$ cat src/rtl/vga_fb_arbiter.sv
// Time-slot arbiter sharing a single-port framebuffer RAM between VGA scanout
// (phase 0 cycles) and CPU read/write requests (phase 1 cycles).
module vga_fb_arbiter #(
    parameter int unsigned H_BEGIN     = 143,
    parameter int unsigned V_BEGIN     = 34,
    parameter int unsigned H_ACTIVE    = 640,
    parameter int unsigned V_ACTIVE    = 480,
    parameter int unsigned SCALE_SHIFT = 3,
    parameter int unsigned ADDR_W      = 13
) (
    input  logic              i_clk,
    input  logic              i_rst,
    input  logic [9:0]        i_disp_h,
    input  logic [9:0]        i_disp_v,
    output logic [2:0]        o_disp_rgb,
    input  logic              i_cpu_req,
    input  logic              i_cpu_we,
    input  logic [ADDR_W-1:0] i_cpu_addr,
    input  logic [2:0]        i_cpu_wdata,
    output logic [2:0]        o_cpu_rdata,
    output logic              o_cpu_ack,
    output logic [ADDR_W-1:0] o_mem_addr,
    output logic              o_mem_we,
    output logic [2:0]        o_mem_wdata,
    input  logic [2:0]        i_mem_rdata
);

    localparam int unsigned COLS  = H_ACTIVE >> SCALE_SHIFT;
    localparam int unsigned ROWS  = V_ACTIVE >> SCALE_SHIFT;
    localparam int unsigned CELLS = COLS * ROWS;

    typedef enum logic [1:0] {
        StIdle,
        StRdWait,
        StAck
    } cpu_state_e;

    cpu_state_e        r_state;
    logic              r_phase;
    logic              r_disp_act;
    logic [2:0]        r_disp_rgb;
    logic              r_rd_in_range;
    logic [2:0]        r_cpu_rdata;
    logic              r_cpu_ack;

    logic [9:0]        w_h_off;
    logic [9:0]        w_v_off;
    logic              w_h_act;
    logic              w_v_act;
    logic              w_disp_active;
    logic [ADDR_W-1:0] w_cell;
    logic              w_cpu_in_range;
    logic              w_cpu_issue;
    logic [ADDR_W-1:0] w_mem_addr;
    logic              w_mem_we;
    logic [2:0]        w_mem_wdata;

    // Offsets wrap at 10 bits; the active window keeps them meaningful.
    assign w_h_off = i_disp_h - 10'(H_BEGIN);
    assign w_v_off = i_disp_v - 10'(V_BEGIN);

    assign w_h_act = ({1'b0, i_disp_h} >= 11'(H_BEGIN)) &&
                     ({1'b0, i_disp_h} <  11'(H_BEGIN + H_ACTIVE));
    assign w_v_act = ({1'b0, i_disp_v} >= 11'(V_BEGIN)) &&
                     ({1'b0, i_disp_v} <  11'(V_BEGIN + V_ACTIVE));
    assign w_disp_active = w_h_act && w_v_act;

    assign w_cell = ADDR_W'(w_v_off >> SCALE_SHIFT) * ADDR_W'(COLS)
                  + ADDR_W'(w_h_off >> SCALE_SHIFT);

    assign w_cpu_in_range = 32'(i_cpu_addr) < CELLS;
    assign w_cpu_issue    = r_phase && (r_state == StIdle) && i_cpu_req;

    // RAM port mux; forced quiet while reset is asserted.
    always_comb begin
        w_mem_addr  = '0;
        w_mem_we    = 1'b0;
        w_mem_wdata = '0;
        if (!i_rst) begin
            if (!r_phase) begin
                if (w_disp_active) begin
                    w_mem_addr = w_cell;
                end
            end else if (w_cpu_issue) begin
                w_mem_addr = i_cpu_addr;
                if (i_cpu_we) begin
                    w_mem_we    = w_cpu_in_range;
                    w_mem_wdata = i_cpu_wdata;
                end
            end
        end
    end

    always_ff @(posedge i_clk) begin
        if (i_rst) begin
            r_phase <= 1'b0;
        end else begin
            r_phase <= ~r_phase;
        end
    end

    // Display path: address in phase 0, capture RAM data in phase 1.
    always_ff @(posedge i_clk) begin
        if (i_rst) begin
            r_disp_act <= 1'b0;
            r_disp_rgb <= '0;
        end else if (!r_phase) begin
            r_disp_act <= w_disp_active;
        end else begin
            r_disp_rgb <= r_disp_act ? i_mem_rdata : 3'b000;
        end
    end

    always_ff @(posedge i_clk) begin
        if (i_rst) begin
            r_state       <= StIdle;
            r_rd_in_range <= 1'b0;
            r_cpu_rdata   <= '0;
            r_cpu_ack     <= 1'b0;
        end else begin
            r_cpu_ack <= 1'b0;
            unique case (r_state)
                StIdle: begin
                    if (w_cpu_issue) begin
                        if (i_cpu_we) begin
                            r_state   <= StAck;
                            r_cpu_ack <= 1'b1;
                        end else begin
                            r_rd_in_range <= w_cpu_in_range;
                            r_state       <= StRdWait;
                        end
                    end
                end
                StRdWait: begin
                    r_cpu_rdata <= r_rd_in_range ? i_mem_rdata : 3'b000;
                    r_state     <= StAck;
                    r_cpu_ack   <= 1'b1;
                end
                StAck: begin
                    r_state <= StIdle;
                end
                default: begin
                    r_state <= StIdle;
                end
            endcase
        end
    end

    assign o_disp_rgb  = r_disp_rgb;
    assign o_cpu_rdata = r_cpu_rdata;
    assign o_cpu_ack   = r_cpu_ack;
    assign o_mem_addr  = w_mem_addr;
    assign o_mem_we    = w_mem_we;
    assign o_mem_wdata = w_mem_wdata;

endmodule

$ cat config.mk
export PLATFORM = sky130hd
export DESIGN_NAME = vga_fb_arbiter
export DESIGN_NICKNAME = d
export VERILOG_FILES = /design/src/rtl/vga_fb_arbiter.sv
export SDC_FILE = /design/constraint.sdc
export NUM_CORES = 1
export LEC_CHECK = 0
export BUFFER_PORTS_ARGS = -buffer_cell sky130_fd_sc_hd__buf_2
export CAP_MARGIN = 20
export CORE_AREA = 2 2 66 68
export DETAILED_ROUTE_END_ITERATION = 8
export DIE_AREA = 0 0 68 70
export MAX_ROUTING_LAYER = met4
export PLACE_DENSITY = 0.69
export SYNTH_ARGS = -nofsm -noshare
export SYNTH_HDL_FRONTEND = slang
export SYNTH_SLANG_ARGS = --single-unit
$ cat constraint.sdc
create_clock -name i_clk -period 4.37 [get_ports i_clk]
set_input_delay 0.874 -clock i_clk [delete_from_list [all_inputs] [get_ports i_clk]]
set_output_delay 0.874 -clock i_clk [all_outputs]
set_load 0.02 [all_outputs]
==> flow_summary.yaml, run 1 <==
routing:
  ant_nets: 0
  wire_per_inst_um: 11.3
  routed_via_density: 4.98
  drtIter0Drc: 53
  vias: 1619
  wirelength_um: 3690
  drt_pass1_iterations: 4
  drcViolationCount: 0
logic_synthesis:
  synth.area.top_cells: "dfxtp_1, a22oi_2, ha_1, nor2_1, xnor2_1"
  synth.avg_cell_area_um2: 8.23
  synth_top_area_frac: 0.155
  ys_seq_area_frac: 0.155
  async_flop_share: 0
  synth.cell_area_mm2: 0.00155
  synth_seq_cells: 12
  synth-edff-count: 0
  syn_inst: 188
  yosysWarnings: 0
  synth_top_area_cell: "dfxtp_1"
  synthFlopType: "dfxtp_1"
  syn-num-nets: 242
  ys_types: 50
run:
  cap_violations: 0
cells_and_area:
  final_common_cell: "buf_2"
  nets: 328
  layout_common_cells: "buf_2, buf_4, nor2_1"
  nFillCells: 402
  drive_above_1_share: 0.458
  post-route-util: 0.539
  final_cells: 325
  area_delta_synth_final_pct: 44.2
  antenna_cells: 0
die:
  die_w_um: 68
  rows: 24
  core-area_mm2: 0.00414
  ioPinCount: 67
  die_area_mm2: 0.00476
  chipHeight_um: 70
  initial_utilization: 0.373
sta:
  finalHoldViolations: 0
  finalMaxSlewViolations: 0
  finalCritPeriodShare: 1.03
  layout_setup_ws_ps: -112
  worst_pin_slew_ps: 725
  setup_viol: 1
  max_freq_mhz: 223
  final.min_clock_period_ps: 4480
  setup_tns_ps: -112
  rsz0062_at_grt: "yes"
  fin_skew_ps: 1.37
  maxSlewHeadroom: 0.513
worst_setup_path:
  cpPeakStageDelay_ps: 460
  r2r_start: "r_phase"
  r2r_cells: 5
  path_delay_family: "compound AO/OA/AOI/OAI gates"
  worst-path-buf-inv: 2
  slowest_stage: "o41ai_4"
  cpMostUsedCell: "buf_6"
  path_class: "in2out"
  worst-path-max-fanout: 3
  crit_path_start_kind: "input port"
  ff2ff_setup_slack_ps: 2670
  cp-end-kind: "output port"
  cp_cell_sequence: "buf_6, o41ai_4, xnor2_2, xor2_1, ha_2, fa_2, a211oi_4, o22ai_1, and4bb_1, xnor3_1, a22oi_2, nor2_2, buf_6"
  critPathLaunch: "i_disp_v[4]"
  path_depth: 13
  required_ps: 3500
  cp.arrival_ps: 3610
  r2r_end: "r_rd_in_range"
power:
  p_int_uw: 346
  p_seq_frac: 0.217
  combPwrFrac: 0.566
  pwr-share-clk: 0.217
  p_switching_uw: 192
  p_per_area_mw_per_mm2: 241
  p_leak_nw: 1.05
  swShare: 0.358
  peakVddDrop_uv: 108
outcome:
  violations: "negative setup slack"
  outcome: "complete, but fails checks"
placement:
  place_inst: 317
  port_buffers: 65
  place_congestion: 0.789
  pre_cts_slack_ps: -215
  dp_hpwl_um: 2990
clocking:
  cts.htree.levels: 1
  clock_sink_count: 12
  clk_pin_slew_ps: 50
  cts_tree: "done"
  insertion_delay_ps: 230
  cts_inserted_buffers: 3
  cts_root_buffer: "clkbuf_8"
  clk_path_buf_depth: 2
worst_hold_path:
  min_from: "o_cpu_rdata[2]"
  hold_depth: 2
  hold_path_end: "o_cpu_rdata[2]"
  hold_path_class: "reg2reg"
global_routing:
  grt_pass1_vias: 1531
  grt_pass1_wl_um: 6190
  grtUsageTotal: 0.159
  grt_max_degree: 26
  antenna_found_initial: 0
  grt_overflow: 0
through the flow:
step	area [µm²]	hold slack, ps	power [mW]
2_1_floorplan	1580	459	0.307
3_3_place_gp	2060	439	0.392
3_5_place_dp	2060	443	0.395
4_1_cts	2170	450	0.524
5_1_grt	2230	489	0.580
6_report	2230	452	0.538
state kept, by name (all words and copies together) (netlist names):
signal,flops
o_cpu_rdata,3
r_state,2
o_disp_rgb,3
r_rd_in_range,1
r_disp_act,1
r_phase,1
o_cpu_ack,1
cells in the mapped netlist, drive strengths merged, types with 3 or more instances:
cell     n
inv      3
o21ai    5
nand2   13
dfxtp   12
nor2b    6
a21oi   14
ha       9
xor2     9
buf      4
nand3    8
nor3     4
and3     3
a22oi   12
nand2b   6
nor2    27
o21bai   3
a211oi   3
clkbuf   6
xnor2   12
per-layer routing:
layer | wire (µm) | track usage | vias to the layer above
li1 | - | - | 842
met1 | 1710 | 0.201 | 741
met2 | 1820 | 0.282 | 36
met3 | 154 | 0.00644 | 0
met4 | 0 | 0.0267 | 0
met5 | 0 | - | -
power groups by stage:
| stage | combinational [mW] | sequential (mW) | clock [mW] |
|---|---|---|---|
| final | 0.305 | 0.117 | 0.117 |
| after CTS | 0.288 | 0.117 | 0.120 |
| after global placement | 0.273 | 0.119 | 0 |
| after detailed placement | 0.276 | 0.119 | 0 |
| after global routing | 0.338 | 0.117 | 0.125 |
| after floorplan | 0.189 | 0.117 | 0 |
worst reg2reg max path: cells and delay by family (launching register included):
kind | cells | cell delay (ps)
flip-flops | 1 | 550
buffers and inverters | 1 | 280
AO/OA/AOI/OAI | 1 | 230
AND/OR/NAND/NOR | 3 | 550
how the worst max path moves through the flow:
stage	endpoint	slack, ps
2_1_floorplan	o_mem_addr[11]	110
4_1_cts	o_mem_addr[12]	-170
6_report	o_mem_addr[12]	-110
5_1_grt	o_mem_addr[12]	-240
3_3_place_gp	o_mem_addr[12]	-150
3_5_place_dp	o_mem_addr[12]	-210
what timing repair did:
item | 4_1_cts | 5_1_grt
resized for setup | 10 | 13
hold buffers | 0 | 0
endpoints found under the setup margin | 2 | 4
pin swaps | 8 | 16
buffers inserted | 2 | 2
layout make-up:
class	count	area, µm²	area share
flip-flops and latches	12	240	0.108
repair buffers	91	558	0.250
inverters	3	11.3	0.00504
clock buffers	4	55.1	0.0247
well taps	52	65.1	0.0291
multi-input cells	163	1300	0.584
logic make-up after synthesis:
family          synth area share
simple gates               0.269
compound gates             0.268
xor+xnor                   0.138
buf+inv                   0.0647
flops                      0.155
fa+ha+maj                 0.0986
mux                      0.00647
Power figures use the tool's default switching activity.
==> run 2, diff against run 1 <==
--- a/config.mk
+++ b/config.mk
@@ -8,6 +8,7 @@
 export BUFFER_PORTS_ARGS = -buffer_cell sky130_fd_sc_hd__buf_2
 export CAP_MARGIN = 20
 export CORE_AREA = 2 2 66 68
+export CTS_BUF_LIST = sky130_fd_sc_hd__clkbuf_16
 export DETAILED_ROUTE_END_ITERATION = 8
 export DIE_AREA = 0 0 68 70
 export MAX_ROUTING_LAYER = met4
==> flow_summary.yaml, run 2 (synthesis gave the netlist of run 1 again) <==
outcome:
  outcome: "complete, but fails checks"
  violations: "negative setup slack"
sta:
  finalHoldViolations: 0
  finalCritPeriodShare: 1.02
  fin_skew_ps: 1.77
  maxSlewHeadroom: 0.499
  max_freq_mhz: 223
  setup_viol: 1
  final.min_clock_period_ps: 4480
  finalMaxSlewViolations: 0
  rsz0062_at_grt: "yes"
  worst_pin_slew_ps: 746
  layout_setup_ws_ps: -105
routing:
  routed_via_density: 5.05
  vias: 1640
  drcViolationCount: 0
  drtIter0Drc: 49
  ant_nets: 0
  drt_pass1_iterations: 4
  wire_per_inst_um: 11.5
  wirelength_um: 3720
worst_setup_path:
  cp-end-kind: "output port"
  worst-path-buf-inv: 2
  required_ps: 3500
  path_class: "in2out"
  ff2ff_setup_slack_ps: 2670
  r2r_start: "r_phase"
  crit_path_start_kind: "input port"
  worst-path-max-fanout: 3
  cpMostUsedCell: "buf_6"
  slowest_stage: "o41ai_4"
  cpPeakStageDelay_ps: 460
  r2r_end: "r_rd_in_range"
  r2r_cells: 5
  path_delay_family: "compound AO/OA/AOI/OAI gates"
  cp_cell_sequence: "buf_6, o41ai_4, xnor2_2, xor2_1, ha_2, fa_2, a211oi_4, o22ai_1, and4bb_1, xnor3_1, a22oi_2, nor2_2, buf_6"
  cp.arrival_ps: 3600
die:
  rows: 24
  core-area_mm2: 0.00414
  die_area_mm2: 0.00476
  die_w_um: 68
  initial_utilization: 0.373
  ioPinCount: 67
  chipHeight_um: 70
cells_and_area:
  layout_common_cells: "buf_2, buf_4, nor2_1"
  nFillCells: 392
  multiInputGateArea_mm2: 0.00130
  regArea_um2: 240
  final_common_cell: "buf_2"
  drive_above_1_share: 0.454
  nets: 328
  antenna_cells: 0
  stdcell_area_mm2: 0.00226
  final_cells: 325
  area_delta_synth_final_pct: 45.8
global_routing:
  grt_pass1_vias: 1550
  met2_usage: 0.285
  grtUsageMet1: 0.200
  grt_overflow: 0
  grt_max_degree: 26
  use_met3: 0.00644
  grtUsageTotal: 0.162
  antenna_found_initial: 0
  grt_pass1_wl_um: 6220
  busiest_layer: "met2"
power:
  p_per_area_mw_per_mm2: 260
  p_leak_nw: 1.06
  peakVddDrop_uv: 97.7
clocking:
  clk_pin_slew_ps: 40
  clock_sink_count: 12
  cts_tree: "done"
  clk_path_buf_depth: 2
  cts_inserted_buffers: 3
  insertion_delay_ps: 240
  cts_root_buffer: "clkbuf_16"
  ctsHoldBuffers: 0
  cts.htree.levels: 1
placement:
  dpl-instance-area_mm2: 0.00206
  place_congestion: 0.789
  dp_hpwl_um: 2990
  place_inst: 317
  port_buffers: 65
run:
  cap_violations: 0
worst_hold_path:
  hold_path_end: "o_cpu_rdata[2]"
  hold_path_class: "reg2reg"
  min_from: "o_cpu_rdata[2]"
  hold_depth: 2
run 2: what timing repair did:
action / 4_1_cts / 5_1_grt
setup buffers: 2 / 2
setup endpoints to repair: 2 / 4
resized for setup: 10 / 13
pin swaps: 8 / 16
run 2: layer usage:
metal  vias up  part of all wire
li1        846                 -
met4         0            0.0059
met3         2             0.039
met1       757              0.46
met5         -                 0
met2        35              0.49
run 2: worst reg2reg max path, stage by stage (launching register included):
cell	delay, ps
dfxtp_1	540
nor4bb_4	260
buf_4	290
nor2b_1	230
nor2_1	60
a211oi_1	220
run 2: through the flow:
stage | hold slack (ps) | util | total power [mW] | setup TNS (ps) | worst slack (ps)
after floorplan | 459 | - | 0.307 | 0 | 105
after global placement | 439 | 0.496 | 0.392 | -167 | -152
after detailed placement | 443 | 0.496 | 0.395 | -245 | -215
after CTS | 449 | 0.528 | 0.574 | -170 | -170
after global routing | 487 | 0.544 | 0.630 | -443 | -243
final | 448 | 0.544 | 0.587 | -105 | -105
run 2: area by class of cell:
cell class / instances / share of cell area
repair buffers: 91 / 0.247
well taps: 52 / 0.0288
multi-input cells: 163 / 0.577
inverters: 3 / 0.00499
flip-flops and latches: 12 / 0.106
clock inverters: 1 / 0.00166
clock buffers: 3 / 0.0333
run 2: worst max-delay path by stage:
stage	from	end	slack (ps)	cells after the start
finish	i_disp_v[4]	o_mem_addr[12]	-110	13
global route	i_disp_v[4]	o_mem_addr[12]	-240	13
CTS	i_disp_v[2]	o_mem_addr[12]	-170	14
detailed placement	i_disp_v[4]	o_mem_addr[12]	-210	14
global placement	i_disp_v[4]	o_mem_addr[12]	-150	14
floorplan	i_disp_v[4]	o_mem_addr[11]	110	11
run 2: power by group:
part / switching, mW / internal (mW)
Clock: 0.0448 / 0.120
Combinational: 0.151 / 0.154
Sequential: 0.00417 / 0.113
==> run 3, diff against run 2 <==
--- a/config.mk
+++ b/config.mk
@@ -7,10 +7,10 @@
 export LEC_CHECK = 0
 export BUFFER_PORTS_ARGS = -buffer_cell sky130_fd_sc_hd__buf_2
 export CAP_MARGIN = 20
-export CORE_AREA = 2 2 66 68
+export CORE_AREA = 10 10 74 76
 export CTS_BUF_LIST = sky130_fd_sc_hd__clkbuf_16
 export DETAILED_ROUTE_END_ITERATION = 8
-export DIE_AREA = 0 0 68 70
+export DIE_AREA = 0 0 84 86
 export MAX_ROUTING_LAYER = met4
 export PLACE_DENSITY = 0.69
 export SYNTH_ARGS = -nofsm -noshare
==> flow_summary.yaml, run 3 (synthesis gave the netlist of run 1 again) <==
routing:
  vias: 1594
  wire_per_inst_um: 13.4
  routed_via_density: 5.00
  drcViolationCount: 0
  ant_nets: 0
  drtIter0Drc: 53
  drt_pass1_iterations: 4
  wirelength_um: 4270
cells_and_area:
  antenna_cells: 0
  stdcell_area_mm2: 0.00222
  final_cells: 319
  final_common_cell: "buf_2"
  layout_common_cells: "buf_2, nor2_1, buf_4"
  area_delta_synth_final_pct: 43.4
  nets: 324
  drive_above_1_share: 0.450
  post-route-util: 0.559
  nFillCells: 383
placement:
  dpl-instance-area_mm2: 0.00205
  place_congestion: 0.749
  port_buffers: 65
  place_inst: 314
  dp_hpwl_um: 3540
run:
  cap_violations: 0
sta:
  finalCritPeriodShare: 1.03
  worst_pin_slew_ps: 982
  max_freq_mhz: 223
  finalHoldViolations: 0
  fin_skew_ps: 2.34
  setup_viol: 1
  layout_setup_ws_ps: -120
  maxSlewHeadroom: 0.340
  rsz0062_at_grt: "yes"
  finalMaxSlewViolations: 0
  final.min_clock_period_ps: 4490
worst_setup_path:
  cpPeakStageDelay_ps: 430
  path_class: "in2out"
  required_ps: 3500
  worst-path-max-fanout: 3
  worst-path-buf-inv: 4
  path_delay_family: "compound AO/OA/AOI/OAI gates"
  slowest_stage: "o41ai_4"
  cp_cell_sequence: "buf_8, o41ai_4, buf_4, mux2i_2, xnor2_1, ha_1, buf_6, a211oi_4, o22ai_1, and4bb_1, xnor3_1, a22oi_2, nor2_2, buf_6"
  cp-end-kind: "output port"
  cpMostUsedCell: "buf_6"
  crit_path_start_kind: "input port"
  cp.arrival_ps: 3620
power:
  p_leak_nw: 1.04
  p_per_area_mw_per_mm2: 264
  peakVddDrop_uv: 112
outcome:
  outcome: "complete, but fails checks"
  violations: "negative setup slack"
worst_hold_path:
  hold_path_class: "reg2reg"
global_routing:
  use_met3: 0.0312
  grt_overflow: 0
  grt_pass1_vias: 1569
  antenna_found_initial: 0
  grt_max_degree: 26
  grt_pass1_wl_um: 7010
  grtUsageMet1: 0.121
  busiest_layer: "met2"
  met2_usage: 0.209
  grtUsageTotal: 0.115
die:
  die_area_mm2: 0.00722
  core-area_mm2: 0.00397
  ioPinCount: 67
  die_w_um: 84
  initial_utilization: 0.390
  chipHeight_um: 86
  rows: 23
clocking:
  insertion_delay_ps: 240
  cts.htree.levels: 1
  cts_root_buffer: "clkbuf_16"
  cts_inserted_buffers: 3
  clock_sink_count: 12
  ctsHoldBuffers: 0
  clk_path_buf_depth: 2
  clk_pin_slew_ps: 40
  cts_tree: "done"
[run 3: cell types whose count changed in the layout (fill, tap and decap cells not counted), sizes merged]
cell / delta
buf: -4
[run 3: final cells by class]
type                            instances  area [µm²]  share of cell area
Clock buffer                            3        75.1              0.0338
Clock inverter                          1        3.75             0.00169
Inverter                                3        11.3             0.00507
Multi-Input combinational cell        163        1300               0.585
Sequential cell                        12         240               0.108
Tap cell                               50        62.6              0.0282
Timing Repair Buffer                   87         528               0.238
[run 3: worst paths after layout]
check                               startpoint             end  slack (ps)  cells past startpoint
worst max-delay path               i_disp_v[2]  o_mem_addr[12]        -120                     14
worst min register to register  o_cpu_rdata[2]  o_cpu_rdata[2]         450                      2
worst min-delay path            o_cpu_rdata[2]  o_cpu_rdata[2]         450                      2
worst max register to register         r_phase      r_disp_act        2800                      3
[run 3: per-stage QoR]
stage                     hold slack, ps  power [mW]  setup TNS, ps  worst slack [ps]
after global placement               440       0.391           -190              -143
after floorplan                      459       0.307              0               105
after global routing                 480       0.626           -609              -298
after CTS                            455       0.573           -103              -103
final                                453       0.585           -120              -120
after detailed placement             445       0.395           -187              -139
[run 3: metal layers]
layer,wire (µm),vias up
met5,0,-
met4,31,0
met3,235,6
met2,2230,34
met1,1780,721
li1,-,833
[run 3: worst min-delay path, cell delays in order, from the launching register on]
cell and delay [ps]:
dfxtp_1 300, nand2_1 50, a21oi_1 50
[run 3: repair_timing]
action / 4_1_cts / 5_1_grt
gates resized for setup: 11 / 11
cloned: 0 / 0
pin swaps: 9 / 2
hold endpoints to repair: 0 / 0
buffers inserted: 1 / 0
endpoints found under the setup margin: 2 / 4
[run 3: where the power goes]
part / total (mW) / leakage, nW / switching [mW] / internal [mW]
clock: 0.167 / 0.0385 / 0.0464 / 0.120
combinational: 0.302 / 0.902 / 0.152 / 0.150
sequential: 0.117 / 0.0975 / 0.00386 / 0.113
total: 0.585 / 1.04 / 0.202 / 0.383
